`config.mk`:
```
export PLATFORM = sky130hd
export DESIGN_NAME = miriscv_decode_stage
export DESIGN_NICKNAME = d
export VERILOG_FILES = /design/src/rtl/miriscv_decode_stage.sv
export SDC_FILE = /design/constraint.sdc
export NUM_CORES = 1
export LEC_CHECK = 0
export CAP_MARGIN = 20
export CORE_ASPECT_RATIO = 1.25
export CORE_MARGIN = 2
export CORE_UTILIZATION = 25
export CTS_CLUSTER_SIZE = 30
export DETAILED_ROUTE_END_ITERATION = 8
export GPL_TIMING_DRIVEN = 0
export SYNTH_ARGS = -nofsm -noshare
export SYNTH_HDL_FRONTEND = slang
export SYNTH_SLANG_ARGS = --single-unit
export TNS_END_PERCENT = 100
```
`constraint.sdc`:
```
create_clock -name clk_i -period 8.1 [get_ports clk_i]
set_input_delay 0.81 -clock clk_i [delete_from_list [all_inputs] [get_ports clk_i]]
set_output_delay 0.81 -clock clk_i [all_outputs]
set_load 0.01 [all_outputs]
```
`src/rtl/miriscv_decode_stage.sv`:
```
// RV32I decode stage: IBUF_DEPTH-entry {pc, instr} FIFO feeding a registered control bundle.
// Optional M-extension decode when MIRISCV_MULDIV_EN is defined (adds mdu_req_o / mdu_op_o).
module miriscv_decode_stage #(
   parameter int IBUF_DEPTH = 4,
   parameter int PC_W = 32,
   parameter int ILL_CNT_W = 8,
   localparam int ALU_OP_WIDTH = 5
) (
   input  logic                    clk_i,
   input  logic                    arstn_i,
   input  logic                    in_valid_i,
   output logic                    in_ready_o,
   input  logic [31:0]             in_instr_i,
   input  logic [PC_W-1:0]         in_pc_i,
   input  logic                    flush_i,
   output logic                    out_valid_o,
   input  logic                    out_ready_i,
   output logic [PC_W-1:0]         out_pc_o,
   output logic [31:0]             out_instr_o,
   output logic [1:0]              ex_op_a_sel_o,
   output logic [2:0]              ex_op_b_sel_o,
   output logic [ALU_OP_WIDTH-1:0] alu_op_o,
   output logic                    mem_req_o,
   output logic                    mem_we_o,
   output logic [2:0]              mem_size_o,
   output logic                    gpr_we_a_o,
   output logic                    wb_src_sel_o,
   output logic                    branch_o,
   output logic                    jal_o,
   output logic                    jalr_o,
   output logic                    illegal_instr_o,
`ifdef MIRISCV_MULDIV_EN
   output logic                    mdu_req_o,
   output logic [2:0]              mdu_op_o,
`endif
   output logic [ILL_CNT_W-1:0]    ill_cnt_o
);

   localparam int PTR_W = $clog2(IBUF_DEPTH);
   localparam int CNT_W = PTR_W + 1;

   localparam logic [4:0] ALU_ADD  = 5'b00000;
   localparam logic [4:0] ALU_SUB  = 5'b01000;
   localparam logic [4:0] ALU_XOR  = 5'b00100;
   localparam logic [4:0] ALU_OR   = 5'b00110;
   localparam logic [4:0] ALU_AND  = 5'b00111;
   localparam logic [4:0] ALU_SRA  = 5'b01101;
   localparam logic [4:0] ALU_SRL  = 5'b00101;
   localparam logic [4:0] ALU_SLL  = 5'b00001;
   localparam logic [4:0] ALU_LTS  = 5'b10100;
   localparam logic [4:0] ALU_LTU  = 5'b10110;
   localparam logic [4:0] ALU_GES  = 5'b10101;
   localparam logic [4:0] ALU_GEU  = 5'b10111;
   localparam logic [4:0] ALU_EQ   = 5'b11000;
   localparam logic [4:0] ALU_NE   = 5'b11001;
   localparam logic [4:0] ALU_SLTS = 5'b00010;
   localparam logic [4:0] ALU_SLTU = 5'b00011;

   localparam logic [1:0] OP_A_CURR_PC = 2'd1;
   localparam logic [1:0] OP_A_ZERO    = 2'd2;
   localparam logic [2:0] OP_B_IMM_I   = 3'd1;
   localparam logic [2:0] OP_B_IMM_U   = 3'd2;
   localparam logic [2:0] OP_B_IMM_S   = 3'd3;
   localparam logic [2:0] OP_B_INCR    = 3'd4;
   localparam logic       WB_LSU_DATA  = 1'b1;

   localparam logic [6:0] OPC_LOAD     = 7'b0000011;
   localparam logic [6:0] OPC_MISC_MEM = 7'b0001111;
   localparam logic [6:0] OPC_OP_IMM   = 7'b0010011;
   localparam logic [6:0] OPC_AUIPC    = 7'b0010111;
   localparam logic [6:0] OPC_STORE    = 7'b0100011;
   localparam logic [6:0] OPC_OP       = 7'b0110011;
   localparam logic [6:0] OPC_LUI      = 7'b0110111;
   localparam logic [6:0] OPC_BRANCH   = 7'b1100011;
   localparam logic [6:0] OPC_JALR     = 7'b1100111;
   localparam logic [6:0] OPC_JAL      = 7'b1101111;
   localparam logic [6:0] OPC_SYSTEM   = 7'b1110011;

   // Every reset-default field (RS1, RS2, ADD, LDST_B, EX_RESULT) encodes as zero,
   // so '0 doubles as the reset value and the illegal-instruction bundle.
   typedef struct packed {
      logic [1:0] op_a;
      logic [2:0] op_b;
      logic [4:0] alu;
      logic       mem_req;
      logic       mem_we;
      logic [2:0] mem_size;
      logic       gpr_we;
      logic       wb_src;
      logic       branch;
      logic       jal;
      logic       jalr;
      logic       illegal;
      logic       mdu_req;
      logic [2:0] mdu_op;
   } ctrl_t;

   function automatic logic [4:0] alu_arith(input logic [2:0] f3);
      case (f3)
         3'd0:    return ALU_ADD;
         3'd1:    return ALU_SLL;
         3'd2:    return ALU_SLTS;
         3'd3:    return ALU_SLTU;
         3'd4:    return ALU_XOR;
         3'd5:    return ALU_SRL;
         3'd6:    return ALU_OR;
         default: return ALU_AND;
      endcase
   endfunction

   logic [PC_W-1:0]  pc_buf_q  [IBUF_DEPTH];
   logic [PC_W-1:0]  pc_buf_d  [IBUF_DEPTH];
   logic [31:0]      ins_buf_q [IBUF_DEPTH];
   logic [31:0]      ins_buf_d [IBUF_DEPTH];
   logic [PTR_W-1:0] wr_ptr_q, wr_ptr_d, rd_ptr_q, rd_ptr_d;
   logic [CNT_W-1:0] cnt_q, cnt_d;
   logic             out_valid_q, out_valid_d;
   logic [PC_W-1:0]  out_pc_q, out_pc_d;
   logic [31:0]      out_instr_q, out_instr_d;
   ctrl_t            ctrl_q, ctrl_d, dec;
   logic [ILL_CNT_W-1:0] ill_cnt_q, ill_cnt_d;

   logic        push, load, legal;
   logic [31:0] head_instr;
   logic [6:0]  opc, f7;
   logic [2:0]  f3;

   assign in_ready_o = (cnt_q != CNT_W'(IBUF_DEPTH));
   assign push       = in_valid_i & in_ready_o & ~flush_i;
   assign load       = (cnt_q != '0) & (~out_valid_q | out_ready_i) & ~flush_i;
   assign head_instr = ins_buf_q[rd_ptr_q];
   assign opc        = head_instr[6:0];
   assign f3         = head_instr[14:12];
   assign f7         = head_instr[31:25];

   always_comb begin
      dec   = '0;
      legal = 1'b1;
      case (opc)
         OPC_LOAD: begin
            legal        = (f3 == 3'd0) | (f3 == 3'd1) | (f3 == 3'd2) | (f3 == 3'd4) | (f3 == 3'd5);
            dec.op_b     = OP_B_IMM_I;
            dec.mem_req  = 1'b1;
            dec.mem_size = f3;
            dec.gpr_we   = 1'b1;
            dec.wb_src   = WB_LSU_DATA;
         end
         OPC_MISC_MEM, OPC_SYSTEM: legal = 1'b1;
         OPC_OP_IMM: begin
            dec.op_b   = OP_B_IMM_I;
            dec.gpr_we = 1'b1;
            dec.alu    = alu_arith(f3);
            if (f3 == 3'd1) legal = (f7 == 7'h00);
            if (f3 == 3'd5) begin
               legal = (f7 == 7'h00) | (f7 == 7'h20);
               if (f7 == 7'h20) dec.alu = ALU_SRA;
            end
         end
         OPC_AUIPC: begin
            dec.op_a   = OP_A_CURR_PC;
            dec.op_b   = OP_B_IMM_U;
            dec.gpr_we = 1'b1;
         end
         OPC_STORE: begin
            legal        = (f3 < 3'd3);
            dec.op_b     = OP_B_IMM_S;
            dec.mem_req  = 1'b1;
            dec.mem_we   = 1'b1;
            dec.mem_size = f3;
         end
         OPC_OP: begin
            dec.gpr_we = 1'b1;
            case (f7)
               7'h00: dec.alu = alu_arith(f3);
               7'h20: begin
                  legal   = (f3 == 3'd0) | (f3 == 3'd5);
                  dec.alu = (f3 == 3'd0) ? ALU_SUB : ALU_SRA;
               end
`ifdef MIRISCV_MULDIV_EN
               7'h01: begin
                  dec.mdu_req = 1'b1;
                  dec.mdu_op  = f3;
               end
`endif
               default: legal = 1'b0;
            endcase
         end
         OPC_LUI: begin
            dec.op_a   = OP_A_ZERO;
            dec.op_b   = OP_B_IMM_U;
            dec.gpr_we = 1'b1;
         end
         OPC_BRANCH: begin
            dec.branch = 1'b1;
            case (f3)
               3'd0:    dec.alu = ALU_EQ;
               3'd1:    dec.alu = ALU_NE;
               3'd4:    dec.alu = ALU_LTS;
               3'd5:    dec.alu = ALU_GES;
               3'd6:    dec.alu = ALU_LTU;
               3'd7:    dec.alu = ALU_GEU;
               default: legal   = 1'b0;
            endcase
         end
         OPC_JAL: begin
            dec.op_a   = OP_A_CURR_PC;
            dec.op_b   = OP_B_INCR;
            dec.jal    = 1'b1;
            dec.gpr_we = 1'b1;
         end
         OPC_JALR: begin
            legal      = (f3 == 3'd0);
            dec.op_a   = OP_A_CURR_PC;
            dec.op_b   = OP_B_INCR;
            dec.jalr   = 1'b1;
            dec.gpr_we = 1'b1;
         end
         default: legal = 1'b0;
      endcase
      if (!legal) begin
         dec         = '0;
         dec.illegal = 1'b1;
      end
   end

   always_comb begin
      pc_buf_d    = pc_buf_q;
      ins_buf_d   = ins_buf_q;
      wr_ptr_d    = wr_ptr_q;
      rd_ptr_d    = rd_ptr_q;
      cnt_d       = cnt_q;
      out_valid_d = out_valid_q;
      out_pc_d    = out_pc_q;
      out_instr_d = out_instr_q;
      ctrl_d      = ctrl_q;
      ill_cnt_d   = ill_cnt_q;
      if (flush_i) begin
         wr_ptr_d    = '0;
         rd_ptr_d    = '0;
         cnt_d       = '0;
         out_valid_d = 1'b0;
      end else begin
         if (push) begin
            pc_buf_d[wr_ptr_q]  = in_pc_i;
            ins_buf_d[wr_ptr_q] = in_instr_i;
            wr_ptr_d            = wr_ptr_q + PTR_W'(1);
         end
         if (load) begin
            rd_ptr_d    = rd_ptr_q + PTR_W'(1);
            out_valid_d = 1'b1;
            out_pc_d    = pc_buf_q[rd_ptr_q];
            out_instr_d = head_instr;
            ctrl_d      = dec;
            if (dec.illegal && !(&ill_cnt_q)) ill_cnt_d = ill_cnt_q + ILL_CNT_W'(1);
         end else if (out_ready_i) begin
            out_valid_d = 1'b0;
         end
         cnt_d = cnt_q + CNT_W'(push) - CNT_W'(load);
      end
   end

   // Buffer storage needs no reset: cnt_q gates every read.
   always_ff @(posedge clk_i) begin
      pc_buf_q  <= pc_buf_d;
      ins_buf_q <= ins_buf_d;
   end

   always_ff @(posedge clk_i or negedge arstn_i) begin
      if (!arstn_i) begin
         wr_ptr_q    <= '0;
         rd_ptr_q    <= '0;
         cnt_q       <= '0;
         out_valid_q <= 1'b0;
         out_pc_q    <= '0;
         out_instr_q <= '0;
         ctrl_q      <= '0;
         ill_cnt_q   <= '0;
      end else begin
         wr_ptr_q    <= wr_ptr_d;
         rd_ptr_q    <= rd_ptr_d;
         cnt_q       <= cnt_d;
         out_valid_q <= out_valid_d;
         out_pc_q    <= out_pc_d;
         out_instr_q <= out_instr_d;
         ctrl_q      <= ctrl_d;
         ill_cnt_q   <= ill_cnt_d;
      end
   end

   assign out_valid_o     = out_valid_q;
   assign out_pc_o        = out_pc_q;
   assign out_instr_o     = out_instr_q;
   assign ex_op_a_sel_o   = ctrl_q.op_a;
   assign ex_op_b_sel_o   = ctrl_q.op_b;
   assign alu_op_o        = ctrl_q.alu;
   assign mem_req_o       = ctrl_q.mem_req;
   assign mem_we_o        = ctrl_q.mem_we;
   assign mem_size_o      = ctrl_q.mem_size;
   assign gpr_we_a_o      = ctrl_q.gpr_we;
   assign wb_src_sel_o    = ctrl_q.wb_src;
   assign branch_o        = ctrl_q.branch;
   assign jal_o           = ctrl_q.jal;
   assign jalr_o          = ctrl_q.jalr;
   assign illegal_instr_o = ctrl_q.illegal;
   assign ill_cnt_o       = ill_cnt_q;
`ifdef MIRISCV_MULDIV_EN
   assign mdu_req_o       = ctrl_q.mdu_req;
   assign mdu_op_o        = ctrl_q.mdu_op;
`endif

endmodule

```
==> out/summary.log, run 1 <==
[routing] DRT iter0 DRCs 322
[timing] number of failing setup endpoints in the final timing report 0
[routing] Detail Route Antenna Nets 0
[layout] share of post-route cells with drive strength above 1 0.1399
[global_routing] grt total ovfl 0
[flow_run] count of maximum capacitance violations 0
[worst_hold_path] worst min path class in -> async
[routing] Max Used Layer met5
[timing] setup repair after global routing missed its margin false
[synthesis] Synth Register Bits 357
[floorplanning] die outline height 265.4 µm
[setup_path] reg2reg setup slack 4.50 ns
[floorplanning] Total Die Area 0.05654 mm²
[timing] worst hold margin 0.1381 ns
[power] power density over the cells 324.1 mW/mm²
[cts] clock slew at the register clock pins of the worst setup and hold paths 0.06 ns
[setup_path] endpoint arrival time on the critical path 4.02 ns
[power] Clk network pwr share 0.311
[setup_path] Worst EP required 8.52 ns
[global_routing] antenna violations before repair 4
[floorplanning] std cell rows 95
[setup_path] Worst setup EP type flip-flop
[setup_path] endpoint of the worst register-to-register path ill_cnt_o[1]
[layout] most common cell after layout, fill and taps aside edfxtp_1
[timing] Total Neg Setup Slack 0 ns
[power] Leak Pwr 6.358 nW
[routing] total wirelength of the detailed-routed design 33160 µm
[power] switching share of total power 0.2973
[cts] number of CTS-inserted buffers 39
[timing] share of the cycle needed by the critical path after routing 0.4446
[synthesis] post-synthesis cell count 824
[synthesis] post-synthesis async set-or-reset flop share 0.2829
[synthesis] commonest register cell after synthesis edfxtp_1
[routing] iteration count of the initial detailed-routing pass 4
[routing] detailed-route vias per instance 4.245
[timing] minimum clock period 3.602 ns
[routing] post-detailed-route DRC marker count 0
[setup_path] Reg-to-Reg Start rd_ptr_q[1]
[power] sequential share of power 0.413
[layout] Reg area 0.01021 mm²
[cts] clock latency on the worst-skew pair 0.55 ns
[cts] number of instances resized during post-cts repair 0
[place] HPWL after DPL 21100 µm
[layout] area delta synth->final 29.22%
[routing] met1 routed wirelength after detailed routing 13120 µm
[global_routing] GRT Total Usage 0.1203
[global_routing] global-route wire length before repair 50180 µm
[floorplanning] die width 213.1 µm
[setup_path] Crit Path Max Fanout 10
[timing] worst slew slack as a fraction of its limit 0.3730
[timing] max-slew violation count 0
[routing] met2 wire len 17100 µm
[floorplanning] placeable core area 0.05385 mm²
[synthesis] count of synthesis-stage warnings from yosys 0
[synthesis] share of the yosys chip area belonging to registers 0.7478
[run_status] status finished clean
[cts] number of buffers on the longest clock path 3
[floorplanning] io pins 164
[power] Internal Pwr Total 4.020 mW
[power] power consumption 5.721 mW
[timing] Max Freq 0.2777 GHz
[layout] Layout Cells excl Fill 1793
[timing] final number of hold-violating endpoints 0
[synthesis] net count after synthesis 901
[cts] buffers inserted by post-CTS timing repair 0
[global_routing] vias in the first global route 8209
[synthesis] post-synthesis cell type count 54
[synthesis] Post-synth EDFFs 256
[timing] worst-case clock skew 0.01656 ns
[power] share of total power in combinational logic 0.275
[synthesis] mapped cell area 0.01366 mm²
[routing] via count of the routed design 7611
[setup_path] cell depth of the worst flop-to-flop path 9
[place] Placed Cells incl. Taps 1718
[cts] Root Driver clkbuf_16
[cts] count of clock tree sinks 357
[cts] hold bufs inserted after CTS 0
[setup_path] Worst Setup Path Type reg -> reg
[timing] Least-Margin Pin Slew 0.9405 ns
[global_routing] largest net degree at the start of global routing 80
[layout] FILL cells 5273
[synthesis] Post-Syn Area per Cell 16.58 µm²
[power] net load switching power 1.701 mW
[layout] number of nets in the layout 1111
[cts] number of H-tree levels 2
[layout] post-layout util 0.3278
[routing] average wire per standard cell 18.50 µm
[setup_path] Critical Path Source Type flip-flop
[place] port buffer count 162
[cts] clock tree from TritonCTS built
[place] placer's final routability congestion estimate 0.8118
[layout] highest-count cells in the layout ignoring fill and taps edfxtp_1, nand2_1, clkdlybuf4s50_1, dfrtp_1, mux4_2
[layout] multi-input logic area 0.003264 mm²
[floorplanning] initial standard-cell utilization of the core 0.2537
[routing] Met3 Wirelength 2000 µm
[power] Max rail drop VDD 0.0001592 V
-- metal layers --
layer  vias up  global-route usage
li1       3478                   -
met5         -                   0
met3        63             0.03436
met4         6             0.03988
met2       179              0.2129
met1      3885              0.1388
-- critical path, cell delays in order (launching register included) --
cell     delay, ns
dfrtp_1       0.35
buf_2         0.31
buf_1         0.61
mux4_2        0.44
and3b_1       0.24
and2_1        0.19
a221o_1       0.41
nor4_4        0.39
nand2_1       0.19
mux2_1        0.34
-- worst max-delay path by stage --
stage,start,end,slack [ns]
after floorplan,flush_i,ins_buf_q[0],4.94
after global placement,arstn_i,out_pc_o[11],1.36
after detailed placement,out_ready_i,cnt_q[2],3.88
after CTS,rd_ptr_q[1],ill_cnt_o[1],4.43
after global routing,rd_ptr_q[1],ill_cnt_o[1],4.26
final,rd_ptr_q[1],ill_cnt_o[1],4.50
-- state kept, by name, summed over array words and instances (netlist names), 3 cells and up --
name	cells
alu_op_o	5
cnt_q	3
ex_op_b_sel_o	3
ill_cnt_o	8
ins_buf_q	128
mem_size_o	3
out_instr_o	32
out_pc_o	32
pc_buf_q	128
-- Yosys cell counts (all sizes together) (3+ instances only) --
library cell | count | area share
a21oi | 9 | 0.0041
a21o | 3 | 0.0016
nand2 | 228 | 0.063
ha | 7 | 0.0064
nor3 | 5 | 0.0018
inv | 9 | 0.0025
dfrtp | 101 | 0.19
nand3b | 3 | 0.0016
nand3 | 9 | 0.0033
xnor2 | 11 | 0.0071
clkbuf | 19 | 0.0052
buf | 17 | 0.0063
edfxtp | 256 | 0.56
nand2b | 4 | 0.0018
mux4 | 64 | 0.11
o31ai | 3 | 0.0024
nor2 | 15 | 0.0041
o21ai | 16 | 0.0059
nand4 | 4 | 0.0018
and3 | 4 | 0.0018
nor2b | 4 | 0.0018
and2 | 6 | 0.0027
-- power groups by stage --
stage | registers (mW) | logic (mW) | clock network, mW
6_report | 2.36 | 1.58 | 1.78
5_1_grt | 2.39 | 1.75 | 1.91
4_1_cts | 2.37 | 1.62 | 1.84
3_5_place_dp | 2.41 | 1.61 | 0
3_3_place_gp | 2.41 | 1.57 | 0
2_1_floorplan | 2.46 | 0.785 | 0
-- metrics by stage --
stage	cell area (µm²)	worst slack (ns)
detailed placement	16340	3.877
floorplan	13660	4.942
global placement	16190	1.362
CTS	17620	4.429
finish	17650	4.498
global route	17650	4.259
-- area by class of cell --
class	count	area share
clock buffer	53	0.05997
tap	727	0.05153
buffer	36	0.008931
antenna	1	0.0001418
multi-input combinational	422	0.1849
inverter	9	0.001914
clock inverter	19	0.01248
timing repair buffer	169	0.1014
sequential	357	0.5787
-- cells by family after synthesis --
| kind of cell | share of synthesized area |
|---|---|
| flip-flops | 0.7478 |
| XOR/XNOR | 0.007694 |
| buffers and inverters | 0.01401 |
| AND/OR/NAND/NOR | 0.09296 |
| adder cells (fa/ha/maj) | 0.007877 |
| AO/OA/AOI/OAI | 0.02226 |
| multiplexers | 0.1074 |
No activity file was read; power rests on OpenSTA's default activity.
==> run 2, diff against run 1 <==
==> constraint.sdc (replaced) <==
create_clock -name clk_i -period 3.5 [get_ports clk_i]
set_input_delay 0.35 -clock clk_i [delete_from_list [all_inputs] [get_ports clk_i]]
set_output_delay 0.35 -clock clk_i [all_outputs]
set_load 0.01 [all_outputs]
==> out/summary.log, run 2 (synthesized netlist as in run 1, its figures left out) <==
[floorplanning] die width 213.1 µm
[place] port buffer count 162
[layout] area delta synth->final 29.36%
[timing] Total Neg Setup Slack 0 ns
[power] Max rail drop VDD 0.0003684 V
[cts] clock slew at the register clock pins of the worst setup and hold paths 0.06 ns
[timing] max-slew violation count 0
[setup_path] Critical-path top delay cell mux4_2
[routing] iteration count of the initial detailed-routing pass 5
[cts] count of clock tree sinks 357
[cts] number of buffers on the longest clock path 3
[setup_path] depth of the critical timing path with buffers and inverters included 10
[floorplanning] placeable core area 0.05385 mm²
[floorplanning] std cell rows 95
[timing] number of failing setup endpoints in the final timing report 0
[routing] Detail Route Antenna Nets 0
[timing] Max Freq 0.3005 GHz
[place] Worst Setup Slack post-DPL -0.2635 ns
[setup_path] gate family responsible for the most delay along the worst path multiplexers
[routing] DRT iter0 DRCs 348
[setup_path] Worst EP required 3.92 ns
[setup_path] Max stage delay on crit path 0.55 ns
[routing] via count of the routed design 7624
[setup_path] Crit Path Max Fanout 10
[global_routing] antenna violations before repair 4
[place] placer's final routability congestion estimate 0.8118
[global_routing] largest net degree at the start of global routing 80
[layout] post-layout util 0.3282
[timing] setup repair after global routing missed its margin false
[timing] Least-Margin Pin Slew 0.9426 ns
[worst_hold_path] worst min path class in -> reg
[layout] most common cell after layout, fill and taps aside edfxtp_1
[layout] highest-count cells in the layout ignoring fill and taps edfxtp_1, nand2_1, clkdlybuf4s50_1, dfrtp_1, mux4_2
[power] power density over the cells 750.0 mW/mm²
[cts] Root Driver clkbuf_16
[global_routing] global-route wire length before repair 50190 µm
[setup_path] chain of cells forming the critical path buf_6, buf_6, mux4_2, and3b_1, and2_1, a221o_1, nor4_4, buf_4, nand2_1, mux2_1
[timing] final number of hold-violating endpoints 0
[layout] share of post-route cells with drive strength above 1 0.1417
[floorplanning] initial standard-cell utilization of the core 0.2537
[setup_path] Worst setup EP type flip-flop
[flow_run] count of maximum capacitance violations 0
[place] HPWL after DPL 21100 µm
[routing] average wire per standard cell 18.53 µm
[setup_path] Critical Path Source Type flip-flop
[layout] Layout Cells excl Fill 1794
[timing] minimum clock period 3.328 ns
[layout] number of nets in the layout 1112
[power] Leak Pwr 6.370 nW
[worst_hold_path] Worst Hold Path Cells 2
[timing] share of the cycle needed by the critical path after routing 0.9508
[run_status] status finished clean
[setup_path] Buffers & Inverters on Critical Path 3
[floorplanning] io pins 164
[timing] final worst slack 0.1723 ns
[layout] leading registers by flop count ins_buf_q: 128 flops, pc_buf_q: 128 flops
[setup_path] Top cell by count, worst path buf_6
[global_routing] vias in the first global route 8218
[cts] clock latency on the worst-skew pair 0.55 ns
[place] Placed Cells incl. Taps 1718
[cts] clock tree from TritonCTS built
[cts] number of H-tree levels 2
[routing] post-detailed-route DRC marker count 0
[cts] number of CTS-inserted buffers 39
[setup_path] endpoint arrival time on the critical path 3.75 ns
[routing] detailed-route vias per instance 4.250
[routing] total wirelength of the detailed-routed design 33240 µm
[setup_path] Worst Setup Path Type reg -> reg
[global_routing] grt total ovfl 0
[floorplanning] Total Die Area 0.05654 mm²
[timing] worst-case clock skew 0.01392 ns
[timing] worst slew slack as a fraction of its limit 0.3716
[global_routing] GRT Total Usage 0.1204
[floorplanning] die outline height 265.4 µm
[setup_path] cell depth of the worst flop-to-flop path 10
-- run 2: cell type report --
cell class                      instances  area, µm²
Fill cell                            5268      36170
Sequential cell                       357      10210
Multi-Input combinational cell        422       3264
Timing Repair Buffer                  171       1808
Clock buffer                           53       1059
Tap cell                              727      909.6
Clock inverter                         19      220.2
Buffer                                 35      158.9
Inverter                                9      33.78
Antenna cell                            1      2.502
-- run 2: through the flow --
step	power [mW]	hold WS [ns]	cell area [µm²]
2_1_floorplan	7.515	0.05441	13660
3_3_place_gp	9.218	0.4582	16190
3_5_place_dp	9.295	0.2523	16340
4_1_cts	13.50	0.1605	17630
5_1_grt	14.02	0.1835	17670
6_report	13.25	0.1932	17670
-- run 2: worst register-to-register path, stage by stage (launching register included) --
cell	delay (ns)
dfrtp_1	0.42
buf_6	0.22
buf_6	0.24
mux4_2	0.56
and3b_1	0.24
and2_1	0.20
a221o_1	0.41
nor4_4	0.28
buf_4	0.20
nand2_1	0.11
mux2_1	0.34
-- run 2: report_power, final --
| part | internal (mW) | switching, mW | total (mW) |
|---|---|---|---|
| Clock | 2.44 | 1.69 | 4.12 |
| Combinational | 1.71 | 1.95 | 3.66 |
| Sequential | 5.17 | 0.304 | 5.47 |
| Total | 9.31 | 3.94 | 13.3 |
-- run 2: worst paths after layout --
kind | start | to | slack [ns]
max | rd_ptr_q[0] | ill_cnt_o[1] | 0.17
max in group asynchronous | arstn_i | out_pc_o[8] | 2.49
min | flush_i | cnt_q[2] | 0.19
min in group asynchronous | arstn_i | out_instr_o[23] | 0.25
min reg2reg | jal_o | jal_o | 0.47
max reg2reg | rd_ptr_q[0] | ill_cnt_o[1] | 0.17
-- run 2: routing by layer --
layer  vias up  track usage  share of wire
li1       3478            -              -
met1      3888       0.1388           0.40
met2       189       0.2130           0.52
met3        63      0.03436          0.059
met4         6      0.03988          0.027
met5         -            0         0.0014
-- run 2: what timing repair did --
item | in CTS | in global routing
pin swaps | 0 | 1
resized for setup | 1 | 1
gates cloned | 0 | 0
setup buffers | 0 | 1
setup endpoints to repair | 6 | 6
hold buffers | 1 | 0
endpoints found under the hold margin | 22 | 0
==> run 3, diff against run 2 <==
--- a/config.mk
+++ b/config.mk
@@ -8,10 +8,11 @@
 export CAP_MARGIN = 20
 export CORE_ASPECT_RATIO = 1.25
 export CORE_MARGIN = 2
-export CORE_UTILIZATION = 25
+export CORE_UTILIZATION = 52
 export CTS_CLUSTER_SIZE = 30
 export DETAILED_ROUTE_END_ITERATION = 8
 export GPL_TIMING_DRIVEN = 0
+export PLACE_DENSITY = 0.75
 export SYNTH_ARGS = -nofsm -noshare
 export SYNTH_HDL_FRONTEND = slang
 export SYNTH_SLANG_ARGS = --single-unit
==> constraint.sdc (replaced) <==
create_clock -name clk_i -period 3.6 [get_ports clk_i]
set_input_delay 0.36 -clock clk_i [delete_from_list [all_inputs] [get_ports clk_i]]
set_output_delay 0.36 -clock clk_i [all_outputs]
set_load 0.01 [all_outputs]
==> out/summary.log, run 3 (synthesized netlist as in run 1, its figures left out) <==
[timing] Max Freq 0.3031 GHz
[setup_path] endpoint arrival time on the critical path 3.67 ns
[power] Leak Pwr 6.261 nW
[cts] number of CTS-inserted buffers 35
[floorplanning] Total Die Area 0.02759 mm²
[cts] clock latency on the worst-skew pair 0.50 ns
[setup_path] Max stage delay on crit path 0.55 ns
[floorplanning] placeable core area 0.02593 mm²
[routing] total wirelength of the detailed-routed design 27860 µm
[floorplanning] die width 149.0 µm
[timing] worst-case clock skew 0.01728 ns
[timing] max-slew violation count 0
[routing] iteration count of the initial detailed-routing pass 4
[place] Placed Cells incl. Taps 1331
[routing] detailed-route vias per instance 5.424
[cts] clock slew at the register clock pins of the worst setup and hold paths 0.07 ns
[global_routing] GRT Total Usage 0.2089
[layout] leading registers by flop count ins_buf_q: 128 flops, pc_buf_q: 128 flops
[routing] Detail Route Antenna Nets 0
[setup_path] Critical Path Source Type flip-flop
[layout] post-layout util 0.6548
[power] power consumption 12.37 mW
[global_routing] vias in the first global route 7935
[setup_path] Worst EP required 3.97 ns
[place] placer's final routability congestion estimate 0.8461
[setup_path] Buffers & Inverters on Critical Path 2
[setup_path] gate family responsible for the most delay along the worst path simple AND/OR/NAND/NOR gates
[setup_path] Worst Setup Path Type reg -> reg
[place] HPWL after DPL 18190 µm
[setup_path] Crit Path Max Fanout 10
[global_routing] global-route wire length before repair 43640 µm
[cts] number of buffers on the longest clock path 3
[power] power density over the cells 728.6 mW/mm²
[global_routing] largest net degree at the start of global routing 68
[timing] final number of hold-violating endpoints 0
[floorplanning] std cell rows 66
[cts] number of H-tree levels 2
[routing] average wire per standard cell 19.97 µm
[timing] worst slew slack as a fraction of its limit 0.4112
[setup_path] chain of cells forming the critical path buf_6, buf_4, mux4_2, and3b_1, and2_1, a221o_1, nor4_4, nand2_1, mux2_1
[layout] Layout Cells excl Fill 1395
[place] port buffer count 162
[setup_path] Worst setup EP type flip-flop
[layout] area delta synth->final 24.30%
[routing] via count of the routed design 7567
[power] Max rail drop VDD 0.0004615 V
[worst_hold_path] worst min path class in -> reg
[timing] setup repair after global routing missed its margin false
[timing] share of the cycle needed by the critical path after routing 0.9166
[layout] share of post-route cells with drive strength above 1 0.1293
[cts] count of clock tree sinks 357
[floorplanning] die outline height 185.2 µm
[timing] minimum clock period 3.300 ns
[cts] clock tree from TritonCTS built
[run_status] status finished clean
[layout] number of nets in the layout 1105
[flow_run] count of maximum capacitance violations 0
[floorplanning] initial standard-cell utilization of the core 0.5268
[layout] highest-count cells in the layout ignoring fill and taps edfxtp_1, nand2_1, clkdlybuf4s50_1, dfrtp_1, mux4_2
[routing] DRT iter0 DRCs 460
[global_routing] grt total ovfl 0
[floorplanning] io pins 164
[timing] Least-Margin Pin Slew 0.8832 ns
[setup_path] Critical-path top delay cell mux4_2
[layout] most common cell after layout, fill and taps aside edfxtp_1
[global_routing] antenna violations before repair 4
[routing] post-detailed-route DRC marker count 0
[timing] number of failing setup endpoints in the final timing report 0
[cts] Root Driver clkbuf_16
## run 3: changes by cell type in the layout (fill, tap and decap cells not counted), sizes merged
cell	change
diode	+2
inv	-2
clkinv	-3
buf	-4
clkbuf	-6
bufinv	+1
## run 3: final timing paths
kind | startpoint | end | slack, ns | cells past startpoint
worst min register to register | out_instr_o[22] | out_instr_o[22] | 0.47 | 2
max in group asynchronous | arstn_i | out_pc_o[26] | 2.43 | 3
worst min-delay path | flush_i | rd_ptr_q[1] | 0.26 | 2
worst max register to register | rd_ptr_q[0] | ill_cnt_o[1] | 0.30 | 9
min in group asynchronous | arstn_i | out_instr_o[28] | 0.42 | 2
worst max-delay path | rd_ptr_q[0] | ill_cnt_o[1] | 0.30 | 9
## run 3: area by class of cell
cell class / instances / area (µm²)
well taps: 340 / 425.4
inverters: 9 / 33.78
plain buffers: 35 / 153.9
multi-input cells: 422 / 3264
clock inverters: 15 / 209.0
diodes: 3 / 7.507
fillers: 1844 / 8950
repair buffers: 168 / 1744
flip-flops and latches: 357 / 10210
clock buffers: 46 / 927.1
## run 3: what timing repair did
item / CTS / global route
hold buffers: 1 / 0
resized for setup: 0 / 0
setup buffers: 0 / 0
endpoints found under the setup margin: 0 / 5
endpoints found under the hold margin: 34 / 0
## run 3: where the power goes
group	switching, mW	internal (mW)
logic	1.78	1.63
clock network	1.45	2.18
registers	0.310	5.02
total	3.54	8.83
## run 3: worst register-to-register path, cell delays in order (launching register included)
cell	delay (ns)
dfrtp_1	0.41
buf_6	0.21
buf_4	0.27
mux4_2	0.56
and3b_1	0.24
and2_1	0.20
a221o_1	0.40
nor4_4	0.38
nand2_1	0.18
mux2_1	0.34
## run 3: routing by layer
layer	vias to the layer above	GRT usage	share of wire
met5	-	0	0.00047
met4	2	0.07543	0.030
met3	49	0.03350	0.053
met2	207	0.3751	0.53
met1	3845	0.2563	0.39
li1	3464	-	-
## run 3: through the flow
| stage | setup slack (ns) | setup TNS (ns) | hold WS, ns | instance area, µm² |
|---|---|---|---|---|
| 2_1_floorplan | 0.6809 | 0 | 0.06441 | 13660 |
| 3_3_place_gp | -2.161 | -420.42 | 0.4590 | 15710 |
| 3_5_place_dp | 0.05040 | 0 | 0.3917 | 15830 |
| 4_1_cts | 0.07342 | 0 | 0.2676 | 16980 |
| 5_1_grt | 0.08175 | 0 | 0.2734 | 16980 |
| 6_report | 0.3003 | 0 | 0.2615 | 16980 |
